$ cat src/rtl/fft_stage_sequencer_pkg.sv
// Shared definitions for the FFT stage sequencer and stage controller.
// State encodings and default frame geometry.
package fft_stage_sequencer_pkg;

    typedef enum logic [1:0] {
        S_IDLE = 2'd0,
        S_RUN  = 2'd1,
        S_GAP  = 2'd2,
        S_DONE = 2'd3
    } seq_state_e;

    localparam int DEF_NUMSTAGES = 5;
    localparam int DEF_STAGE_W   = 3;
    localparam int DEF_TIMEOUT   = 64;

    function automatic logic is_busy(seq_state_e s);
        return s != S_IDLE;
    endfunction

endpackage

$ cat src/rtl/fft_stage_sequencer_toggle_edge_det.sv
// Toggle-level handshake detector: one pulse per change of d.
// Holds the registered copy of d; reusable for any toggle handshake.
module toggle_edge_det (
    input  logic clk,
    input  logic rst_n,
    input  logic d,
    output logic toggle
);

    logic done_q;
    logic done_d;

    always_comb begin
        done_d = d;
    end

    always_ff @(posedge clk or negedge rst_n) begin
        if (!rst_n) begin
            done_q <= 1'b0;
        end else begin
            done_q <= done_d;
        end
    end

    assign toggle = d ^ done_q;

endmodule

$ cat src/rtl/fft_stage_sequencer.sv
// Frame-level sequencer stepping the stage controller through all FFT stages.
// Optional per-stage watchdog enabled by defining FFT_SEQ_TIMEOUT_EN.
module fft_stage_sequencer
    import fft_stage_sequencer_pkg::*;
#(
    parameter int NUMSTAGES = DEF_NUMSTAGES,
    parameter int STAGE_W   = DEF_STAGE_W,
    parameter int TIMEOUT   = DEF_TIMEOUT
) (
    input  logic               clk,
    input  logic               rst_n,
    input  logic               start,
    input  logic               stage_done,
    output logic               stage_en,
    output logic [STAGE_W-1:0] stage_num,
    output logic               busy,
    output logic               frame_done,
    output logic               seq_err
);

    localparam logic [STAGE_W-1:0] LAST = STAGE_W'(NUMSTAGES - 1);

    if ((2 ** STAGE_W) < NUMSTAGES || TIMEOUT < 2) begin : g_bad_cfg
        $error("fft_stage_sequencer: bad STAGE_W/NUMSTAGES/TIMEOUT");
    end

    seq_state_e         state_q, state_d;
    logic [STAGE_W-1:0] stage_num_q, stage_num_d;
    logic               toggle;

    toggle_edge_det u_tdet (
        .clk    (clk),
        .rst_n  (rst_n),
        .d      (stage_done),
        .toggle (toggle)
    );

`ifdef FFT_SEQ_TIMEOUT_EN
    localparam int WD_W = $clog2(TIMEOUT + 1);
    localparam logic [WD_W-1:0] WD_LAST = WD_W'(TIMEOUT - 1);

    logic [WD_W-1:0] wd_q, wd_d;
    logic            seq_err_q, seq_err_d;
`endif

    always_comb begin
        state_d     = state_q;
        stage_num_d = stage_num_q;
`ifdef FFT_SEQ_TIMEOUT_EN
        wd_d        = wd_q;
        seq_err_d   = seq_err_q;
`endif
        unique case (state_q)
            S_IDLE: begin
                if (start) begin
                    state_d     = S_RUN;
                    stage_num_d = '0;
`ifdef FFT_SEQ_TIMEOUT_EN
                    wd_d        = '0;
`endif
                end
            end
            S_RUN: begin
                if (toggle) begin
                    state_d = (stage_num_q == LAST) ? S_DONE : S_GAP;
`ifdef FFT_SEQ_TIMEOUT_EN
                end else if (wd_q == WD_LAST) begin
                    // stalled stage: abandon the frame, no frame_done
                    state_d     = S_IDLE;
                    stage_num_d = '0;
                    seq_err_d   = 1'b1;
                end else begin
                    wd_d = wd_q + 1'b1;
`endif
                end
            end
            S_GAP: begin
                state_d     = S_RUN;
                stage_num_d = stage_num_q + 1'b1;
`ifdef FFT_SEQ_TIMEOUT_EN
                wd_d        = '0;
`endif
            end
            S_DONE: begin
                state_d     = S_IDLE;
                stage_num_d = '0;
            end
            default: begin
                state_d     = S_IDLE;
                stage_num_d = '0;
            end
        endcase
    end

    always_ff @(posedge clk or negedge rst_n) begin
        if (!rst_n) begin
            state_q     <= S_IDLE;
            stage_num_q <= '0;
        end else begin
            state_q     <= state_d;
            stage_num_q <= stage_num_d;
        end
    end

`ifdef FFT_SEQ_TIMEOUT_EN
    always_ff @(posedge clk or negedge rst_n) begin
        if (!rst_n) begin
            wd_q      <= '0;
            seq_err_q <= 1'b0;
        end else begin
            wd_q      <= wd_d;
            seq_err_q <= seq_err_d;
        end
    end

    assign seq_err = seq_err_q;
`else
    assign seq_err = 1'b0;
`endif

    assign stage_en   = (state_q == S_RUN);
    assign busy       = is_busy(state_q);
    assign frame_done = (state_q == S_DONE);
    assign stage_num  = stage_num_q;

endmodule

$ cat config.mk
export PLATFORM = sky130hd
export DESIGN_NAME = fft_stage_sequencer
export DESIGN_NICKNAME = d
export VERILOG_FILES = /design/src/rtl/fft_stage_sequencer_pkg.sv /design/src/rtl/fft_stage_sequencer_toggle_edge_det.sv /design/src/rtl/fft_stage_sequencer.sv
export SDC_FILE = /design/constraint.sdc
export NUM_CORES = 1
export LEC_CHECK = 0
export CAP_MARGIN = 0
export CORE_AREA = 2 2 39 41
export DETAILED_ROUTE_END_ITERATION = 8
export DIE_AREA = 0 0 41 43
export DONT_BUFFER_PORTS = 1
export GPL_TIMING_DRIVEN = 0
export PLACE_DENSITY_LB_ADDON = 0.15
export REMOVE_ABC_BUFFERS = 1
export SLEW_MARGIN = 20
export SYNTH_ARGS = -nofsm -noshare
export SYNTH_HDL_FRONTEND = slang
export SYNTH_SLANG_ARGS = --single-unit
$ cat constraint.sdc
create_clock -name clk -period 1.6 [get_ports clk]
set_input_delay 0.4 -clock clk [delete_from_list [all_inputs] [get_ports clk]]
set_output_delay 0.4 -clock clk [all_outputs]
set_load 0.02 [all_outputs]
==> results of run 1 <==
==> flip-flops by register name (all words and copies together) (netlist names) <==
| register | cells |
|---|---|
| stage_num | 3 |
| u_tdet.done_q | 1 |
| state_q | 2 |
==> where the power goes <==
group | total (mW) | internal, mW | switching, mW
Clock | 0.142 | 0.0850 | 0.0568
Combinational | 0.208 | 0.0869 | 0.121
Sequential | 0.291 | 0.197 | 0.0938
Total | 0.640 | 0.369 | 0.271
==> final timing paths <==
check / startpoint / to / slack (ns) / cells after the start
setup / recovery: state_q[1] / busy / 0.12 / 1
hold / removal: stage_done / u_tdet.done_q / 0.19 / 0
setup reg to reg: stage_num[0] / state_q[0] / 0.44 / 4
hold reg to reg: u_tdet.done_q / state_q[1] / 0.61 / 2
max in group asynchronous: rst_n / state_q[1] / 0.91 / 1
min in group asynchronous: rst_n / stage_num[1] / 0.46 / 1
==> area by class of cell <==
class / count / area (um^2) / area share
tap: 16 / 20.0 / 0.0561
multi-input combinational: 18 / 139 / 0.389
timing repair buffer: 1 / 10.0 / 0.0281
inverter: 4 / 15.0 / 0.0421
sequential: 6 / 150 / 0.421
clock buffer: 3 / 22.5 / 0.0632
==> kinds of logic after synthesis <==
kind of cell	count (synthesis)
buf+inv	5
fa+ha+maj	2
xor+xnor	2
other cells	1
simple gates	9
flops	6
compound gates	4
==> routing by layer <==
layer,vias to the layer above,share of wire
li1,101,-
met1,103,0.41
met2,9,0.43
met3,2,0.14
met4,0,0.014
met5,-,0
==> repair_timing <==
item | in CTS | in global routing
buffers inserted | 0 | 0
hold buffers | 1 | 0
setup endpoints to repair | 0 | 0
endpoints found under the hold margin | 6 | 0
==> per-stage QoR <==
| stage | hold slack (ns) | utilization |
|---|---|---|
| floorplan | 0.104 | - |
| global placement | 0.105 | 0.234 |
| detailed placement | 0.105 | 0.234 |
| CTS | 0.177 | 0.258 |
| global route | 0.173 | 0.258 |
| finish | 0.188 | 0.258 |
==> layout by cell type, fill, tap and decap left out, types with 2 or more instances in the layout <==
| cell type | synthesis | final |
|---|---|---|
| ha_1 | 2 | 2 |
| clkbuf_4 | 0 | 3 |
| inv_1 | 4 | 4 |
| dfrtp_1 | 6 | 6 |
| o32ai_1 | 2 | 2 |
==> impl_metrics.prom, run 1 <==
# TYPE chip_impl_metric gauge
chip_impl_metric{name="maxcap_viol_count",unit=""} 0
chip_impl_info{name="crit_chain",value="or2_2"} 1
chip_impl_metric{name="finalNetCount",unit=""} 40
chip_impl_info{name="synthMostInstantiatedCell",value="dfrtp_1"} 1
chip_impl_metric{name="ys_async_sr_fraction",unit=""} 1.00
chip_impl_metric{name="design.die.area",unit="mm^2"} 0.00176
chip_impl_info{name="timing.critical_path.slowest_stage_cell",value="dfrtp_1"} 1
chip_impl_info{name="tritoncts",value="yes"} 1
chip_impl_metric{name="setup_viol_count_final",unit=""} 0
chip_impl_metric{name="post_synth_mux_area_share",unit=""} 0
chip_impl_metric{name="number_of_buffer_and_inverter_instances_along_the_worst_setup_path",unit=""} 0
chip_impl_metric{name="drt-pass1-iter-count",unit=""} 2
chip_impl_info{name="synth.top_cells.by_count",value="dfrtp_1 (6), inv_1 (4), ha_1 (2), o32ai_1 (2)"} 1
chip_impl_metric{name="post_layout_nonfiller_instances",unit=""} 48
chip_impl_metric{name="synthesis.area_per_instance",unit="um^2"} 10.7
chip_impl_metric{name="num_io_pins",unit=""} 11
chip_impl_metric{name="cpPeakStageDelay",unit="ns"} 0.46
chip_impl_info{name="grt.busiest_layer",value="met2"} 1
chip_impl_metric{name="htreeDepth",unit=""} 1
chip_impl_metric{name="grt_usage",unit=""} 0.0961
chip_impl_metric{name="synth_top_cell_area_share",unit=""} 0.482
chip_impl_metric{name="post_route_cells_drive_above_1_share",unit=""} 0.188
chip_impl_metric{name="gp_routability_congestion",unit=""} 0.675
chip_impl_metric{name="number_of_diodes_added_for_antenna_fixing",unit=""} 0
chip_impl_metric{name="ys_seq_elements",unit=""} 6
chip_impl_info{name="synth.top_cells.by_area",value="dfrtp_1 (48%), ha_1 (8.0%), o32ai_1 (5.6%), inv_1 (4.8%), a311oi_1 (2.8%)"} 1
chip_impl_info{name="rsz0062_at_grt",value="no"} 1
chip_impl_metric{name="coreArea",unit="mm^2"} 0.00138
chip_impl_metric{name="cts_inserted_buffers",unit=""} 3
chip_impl_metric{name="synth_area",unit="um^2"} 312
chip_impl_info{name="critical_path.top_delay_family",value="flip-flops"} 1
chip_impl_metric{name="grt_antenna_before_repair",unit=""} 0
chip_impl_metric{name="groute.layer.met1.usage",unit=""} 0.109
chip_impl_metric{name="max-vdd-ir-drop",unit="mV"} 0.608
chip_impl_metric{name="route.detailed.wl_per_inst",unit="um"} 11.6
chip_impl_metric{name="clk_pin_slew_worst_paths",unit="ns"} 0.04
chip_impl_metric{name="sum_of_negative_setup_slack",unit="ns"} 0
chip_impl_metric{name="grt_pass1_wl",unit="um"} 1000
chip_impl_info{name="hold_path_class",value="in2reg"} 1
chip_impl_metric{name="synth.yosys.warnings",unit=""} 0
chip_impl_metric{name="synth-adder-area-share",unit=""} 0.0803
chip_impl_metric{name="synth_xor_xnor_area_share",unit=""} 0.0562
chip_impl_info{name="crit_path_start_kind",value="flip-flop"} 1
chip_impl_metric{name="synth_compound_gate_area_share",unit=""} 0.108
chip_impl_metric{name="vias_post_dr",unit=""} 215
chip_impl_metric{name="fillerInstances",unit=""} 153
chip_impl_metric{name="overflow",unit=""} 0
chip_impl_metric{name="global_route.usage.met2",unit=""} 0.113
chip_impl_metric{name="grt_util_met3",unit=""} 0.0576
chip_impl_metric{name="fp.dieH",unit="um"} 43
chip_impl_metric{name="cp_data_required_time",unit="ns"} 1.20
chip_impl_info{name="top_flip_flop_cell_by_instance_count_after_synthesis",value="dfrtp_1"} 1
chip_impl_metric{name="clkLatencyLatePin",unit="ns"} 0.25
chip_impl_metric{name="resized_gates_after_cts",unit=""} 0
chip_impl_metric{name="postSynthCellCount",unit=""} 29
chip_impl_metric{name="achievable_frequency",unit="MHz"} 674
chip_impl_metric{name="drt_iter0_drc",unit=""} 1
chip_impl_info{name="result_of_the_run",value="complete, no violations"} 1
chip_impl_metric{name="dp_cells",unit=""} 44
chip_impl_metric{name="yosysUniqueCellTypes",unit=""} 19
chip_impl_metric{name="power_per_cell_area",unit="mW/mm^2"} 1800
chip_impl_info{name="worst_setup_path_end_kind",value="output port"} 1
chip_impl_metric{name="arrival_time_of_data_at_the_critical_path_endpoint",unit="ns"} 1.08
chip_impl_metric{name="grt_max_degree",unit=""} 10
chip_impl_metric{name="yosysSeqAreaShare",unit=""} 0.482
chip_impl_metric{name="crit_fanout",unit=""} 9
chip_impl_info{name="cts.root.buffer_cell",value="clkbuf_4"} 1
chip_impl_metric{name="post-layout-total-power",unit="mW"} 0.640
chip_impl_metric{name="fp-row-count",unit=""} 14
chip_impl_metric{name="report.final.hold_viol_count",unit=""} 0
chip_impl_metric{name="clock_sink_count",unit=""} 6
chip_impl_metric{name="die_w",unit="um"} 41
chip_impl_metric{name="effective_utilization_at_floorplan",unit=""} 0.225
chip_impl_metric{name="grt_pass1_vias",unit=""} 235
chip_impl_metric{name="period_share",unit=""} 0.928
chip_impl_metric{name="clock_skew",unit="ns"} 0.00921
chip_impl_metric{name="detailed_place.area",unit="um^2"} 324
chip_impl_info{name="yosys.area.top_type",value="dfrtp_1"} 1
chip_impl_metric{name="slew_viol_final",unit=""} 0
chip_impl_metric{name="setup_slack",unit="ns"} 0.116
chip_impl_metric{name="final_antenna_net_count",unit=""} 0
chip_impl_metric{name="total_leakage_power",unit="nW"} 0.152
chip_impl_metric{name="postLayoutCellArea",unit="um^2"} 357
chip_impl_metric{name="synth-simple-area-share",unit=""} 0.189
chip_impl_metric{name="dp_slack",unit="ns"} 0.368
chip_impl_metric{name="syn_to_final_growth",unit="%"} 14.5
chip_impl_info{name="synth_top_family_by_area",value="simple AND/OR/NAND/NOR gates"} 1
chip_impl_metric{name="cts_buffer_depth",unit=""} 2
chip_impl_metric{name="drc_errors",unit=""} 0
chip_impl_metric{name="vias_per_cell",unit=""} 4.48
chip_impl_metric{name="io_buffer_count",unit=""} 0
chip_impl_metric{name="synth_edf_count",unit=""} 0
chip_impl_metric{name="fin_crit",unit="ns"} 1.48
chip_impl_info{name="path_class",value="reg2out"} 1
chip_impl_metric{name="detailedPlacementHpwl",unit="um"} 418
chip_impl_metric{name="drt-total-wl",unit="um"} 559
No activity file was read; power rests on OpenSTA's default activity.
==> inputs of run 2 (changes only) <==
--- a/config.mk
+++ b/config.mk
@@ -12,6 +12,7 @@
 export DONT_BUFFER_PORTS = 1
 export GPL_TIMING_DRIVEN = 0
 export PLACE_DENSITY_LB_ADDON = 0.15
+export RECOVER_POWER = 100
 export REMOVE_ABC_BUFFERS = 1
 export SLEW_MARGIN = 20
 export SYNTH_ARGS = -nofsm -noshare
==> constraint.sdc (replaced) <==
create_clock -name clk -period 1.36 [get_ports clk]
set_input_delay 0.34 -clock clk [delete_from_list [all_inputs] [get_ports clk]]
set_output_delay 0.34 -clock clk [all_outputs]
set_load 0.02 [all_outputs]
==> run 2 against run 1 <==
Critical path depth unchanged. Routed wire length up 2.9%. Setup slack worse by 0.083 ns. Sequential power up 19%. Combinational power up 30%. Critical endpoint unchanged. Clock skew down 0.0013 ns.
==> impl_metrics.prom, run 2 (synthesis gave the netlist of run 1 again) <==
# TYPE chip_impl_metric gauge
chip_impl_info{name="result_of_the_run",value="complete, no violations"} 1
chip_impl_metric{name="num_io_pins",unit=""} 11
chip_impl_info{name="worst_setup_path_end_kind",value="output port"} 1
chip_impl_metric{name="dp_cells",unit=""} 44
chip_impl_metric{name="finalNetCount",unit=""} 41
chip_impl_metric{name="achievable_frequency",unit="MHz"} 753
chip_impl_metric{name="post_route_cells_drive_above_1_share",unit=""} 0.242
chip_impl_metric{name="grt_max_degree",unit=""} 10
chip_impl_metric{name="design.die.area",unit="mm^2"} 0.00176
chip_impl_info{name="cts.root.buffer_cell",value="clkbuf_4"} 1
chip_impl_metric{name="grt_pass1_wl",unit="um"} 1010
chip_impl_metric{name="clkLatencyLatePin",unit="ns"} 0.25
chip_impl_metric{name="holdWs",unit="ns"} 0.128
chip_impl_metric{name="power_per_cell_area",unit="mW/mm^2"} 2130
chip_impl_metric{name="vias_post_dr",unit=""} 216
chip_impl_metric{name="drt-pass1-iter-count",unit=""} 2
chip_impl_metric{name="clock_skew",unit="ns"} 0.00793
chip_impl_metric{name="max-vdd-ir-drop",unit="mV"} 0.720
chip_impl_metric{name="vias_per_cell",unit=""} 4.41
chip_impl_info{name="rsz0062_at_grt",value="no"} 1
chip_impl_metric{name="htreeDepth",unit=""} 1
chip_impl_metric{name="final_antenna_net_count",unit=""} 0
chip_impl_metric{name="grt_usage",unit=""} 0.0970
chip_impl_info{name="critical_path.top_delay_family",value="flip-flops"} 1
chip_impl_metric{name="clock_sink_count",unit=""} 6
chip_impl_metric{name="largest_register_ff_count",unit=""} 3
chip_impl_metric{name="fillerInstances",unit=""} 154
chip_impl_metric{name="cpPeakStageDelay",unit="ns"} 0.45
chip_impl_metric{name="detailed_place.area",unit="um^2"} 324
chip_impl_metric{name="overflow",unit=""} 0
chip_impl_metric{name="maxcap_viol_count",unit=""} 0
chip_impl_metric{name="setup_viol_count_final",unit=""} 0
chip_impl_info{name="leading_cell_type_in_the_layout_fill_and_taps_excluded",value="dfrtp_1"} 1
chip_impl_metric{name="sum_of_negative_setup_slack",unit="ns"} 0
chip_impl_metric{name="fp-row-count",unit=""} 14
chip_impl_info{name="path_class",value="reg2out"} 1
chip_impl_info{name="tritoncts",value="yes"} 1
chip_impl_info{name="crit_chain",value="or2_4"} 1
chip_impl_metric{name="number_of_buffer_and_inverter_instances_along_the_worst_setup_path",unit=""} 0
chip_impl_info{name="layout.cells.most_common_list",value="dfrtp_1 (5), inv_1 (4), clkbuf_4 (3)"} 1
chip_impl_metric{name="drt-total-wl",unit="um"} 575
chip_impl_metric{name="io_buffer_count",unit=""} 0
chip_impl_metric{name="route.detailed.wl_per_inst",unit="um"} 11.7
chip_impl_info{name="crit_path_start_kind",value="flip-flop"} 1
chip_impl_metric{name="grt_antenna_before_repair",unit=""} 0
chip_impl_metric{name="cp_data_required_time",unit="ns"} 1.02
chip_impl_metric{name="fp.dieH",unit="um"} 43
chip_impl_metric{name="postLayoutCellArea",unit="um^2"} 368
chip_impl_metric{name="fin_crit",unit="ns"} 1.33
chip_impl_metric{name="clk_pin_slew_worst_paths",unit="ns"} 0.05
chip_impl_metric{name="report.final.hold_viol_count",unit=""} 0
chip_impl_metric{name="grt_pass1_vias",unit=""} 236
chip_impl_metric{name="crit_fanout",unit=""} 8
chip_impl_metric{name="detailedPlacementHpwl",unit="um"} 418
chip_impl_metric{name="syn_to_final_growth",unit="%"} 18.1
chip_impl_metric{name="drt_iter0_drc",unit=""} 5
chip_impl_metric{name="effective_utilization_at_floorplan",unit=""} 0.225
chip_impl_metric{name="gp_routability_congestion",unit=""} 0.675
chip_impl_metric{name="period_share",unit=""} 0.976
chip_impl_metric{name="slew_viol_final",unit=""} 0
chip_impl_metric{name="coreArea",unit="mm^2"} 0.00138
chip_impl_metric{name="cts_buffer_depth",unit=""} 2
chip_impl_metric{name="post_layout_nonfiller_instances",unit=""} 49
chip_impl_metric{name="drc_errors",unit=""} 0
chip_impl_metric{name="die_w",unit="um"} 41
chip_impl_info{name="timing.critical_path.slowest_stage_cell",value="dfrtp_1"} 1
chip_impl_metric{name="total_leakage_power",unit="nW"} 0.156
chip_impl_metric{name="number_of_diodes_added_for_antenna_fixing",unit=""} 0
chip_impl_info{name="hold_path_class",value="in2reg"} 1
chip_impl_metric{name="arrival_time_of_data_at_the_critical_path_endpoint",unit="ns"} 0.99
chip_impl_metric{name="cts_inserted_buffers",unit=""} 3
[run 2: worst paths after layout]
check	start	to	slack, ns	depth (start not counted)
worst max-delay path	state_q[0]	busy	0.03	1
worst min-delay path	stage_done	u_tdet.done_q	0.13	0
worst max register to register	stage_num[0]	state_q[0]	0.20	4
worst min register to register	state_q[1]	stage_num[0]	0.55	1
max in group asynchronous	rst_n	state_q[1]	0.70	1
min in group asynchronous	rst_n	stage_num[1]	0.41	1
[run 2: metrics by stage]
stage	utilization	setup slack (ns)	power (mW)
2_1_floorplan	-	0.242	0.539
3_3_place_gp	0.234	0.183	0.584
3_5_place_dp	0.234	0.188	0.589
4_1_cts	0.260	0.0212	0.781
5_1_grt	0.266	0.000397	0.858
6_report	0.266	0.0321	0.782
[run 2: where the power goes]
group	switching, mW	total [mW]	internal [mW]
clock network	0.0661	0.166	0.100
registers	0.111	0.345	0.234
logic	0.148	0.271	0.124
total	0.324	0.782	0.458
[run 2: per-layer routing]
layer | global-route usage | vias up | wire, um
met5 | 0 | - | 0
met4 | 0.100 | 0 | 0
met3 | 0.0576 | 0 | 80
met2 | 0.113 | 9 | 260
met1 | 0.111 | 103 | 235
li1 | - | 104 | -
[run 2: layout make-up]
| class | count | area [um^2] | share of cell area |
|---|---|---|---|
| sequential | 6 | 151 | 0.412 |
| clock buffer | 3 | 22.5 | 0.0612 |
| tap | 16 | 20.0 | 0.0544 |
| timing repair buffer | 2 | 17.5 | 0.0476 |
| inverter | 4 | 15.0 | 0.0408 |
| multi-input combinational | 18 | 141 | 0.384 |
[run 2: repair_timing]
action,CTS,global route
hold buffers,1,0
endpoints found under the hold margin,6,0
pin swaps,0,0
gates resized for setup,2,0
endpoints found under the setup margin,2,2
buffers inserted,0,1
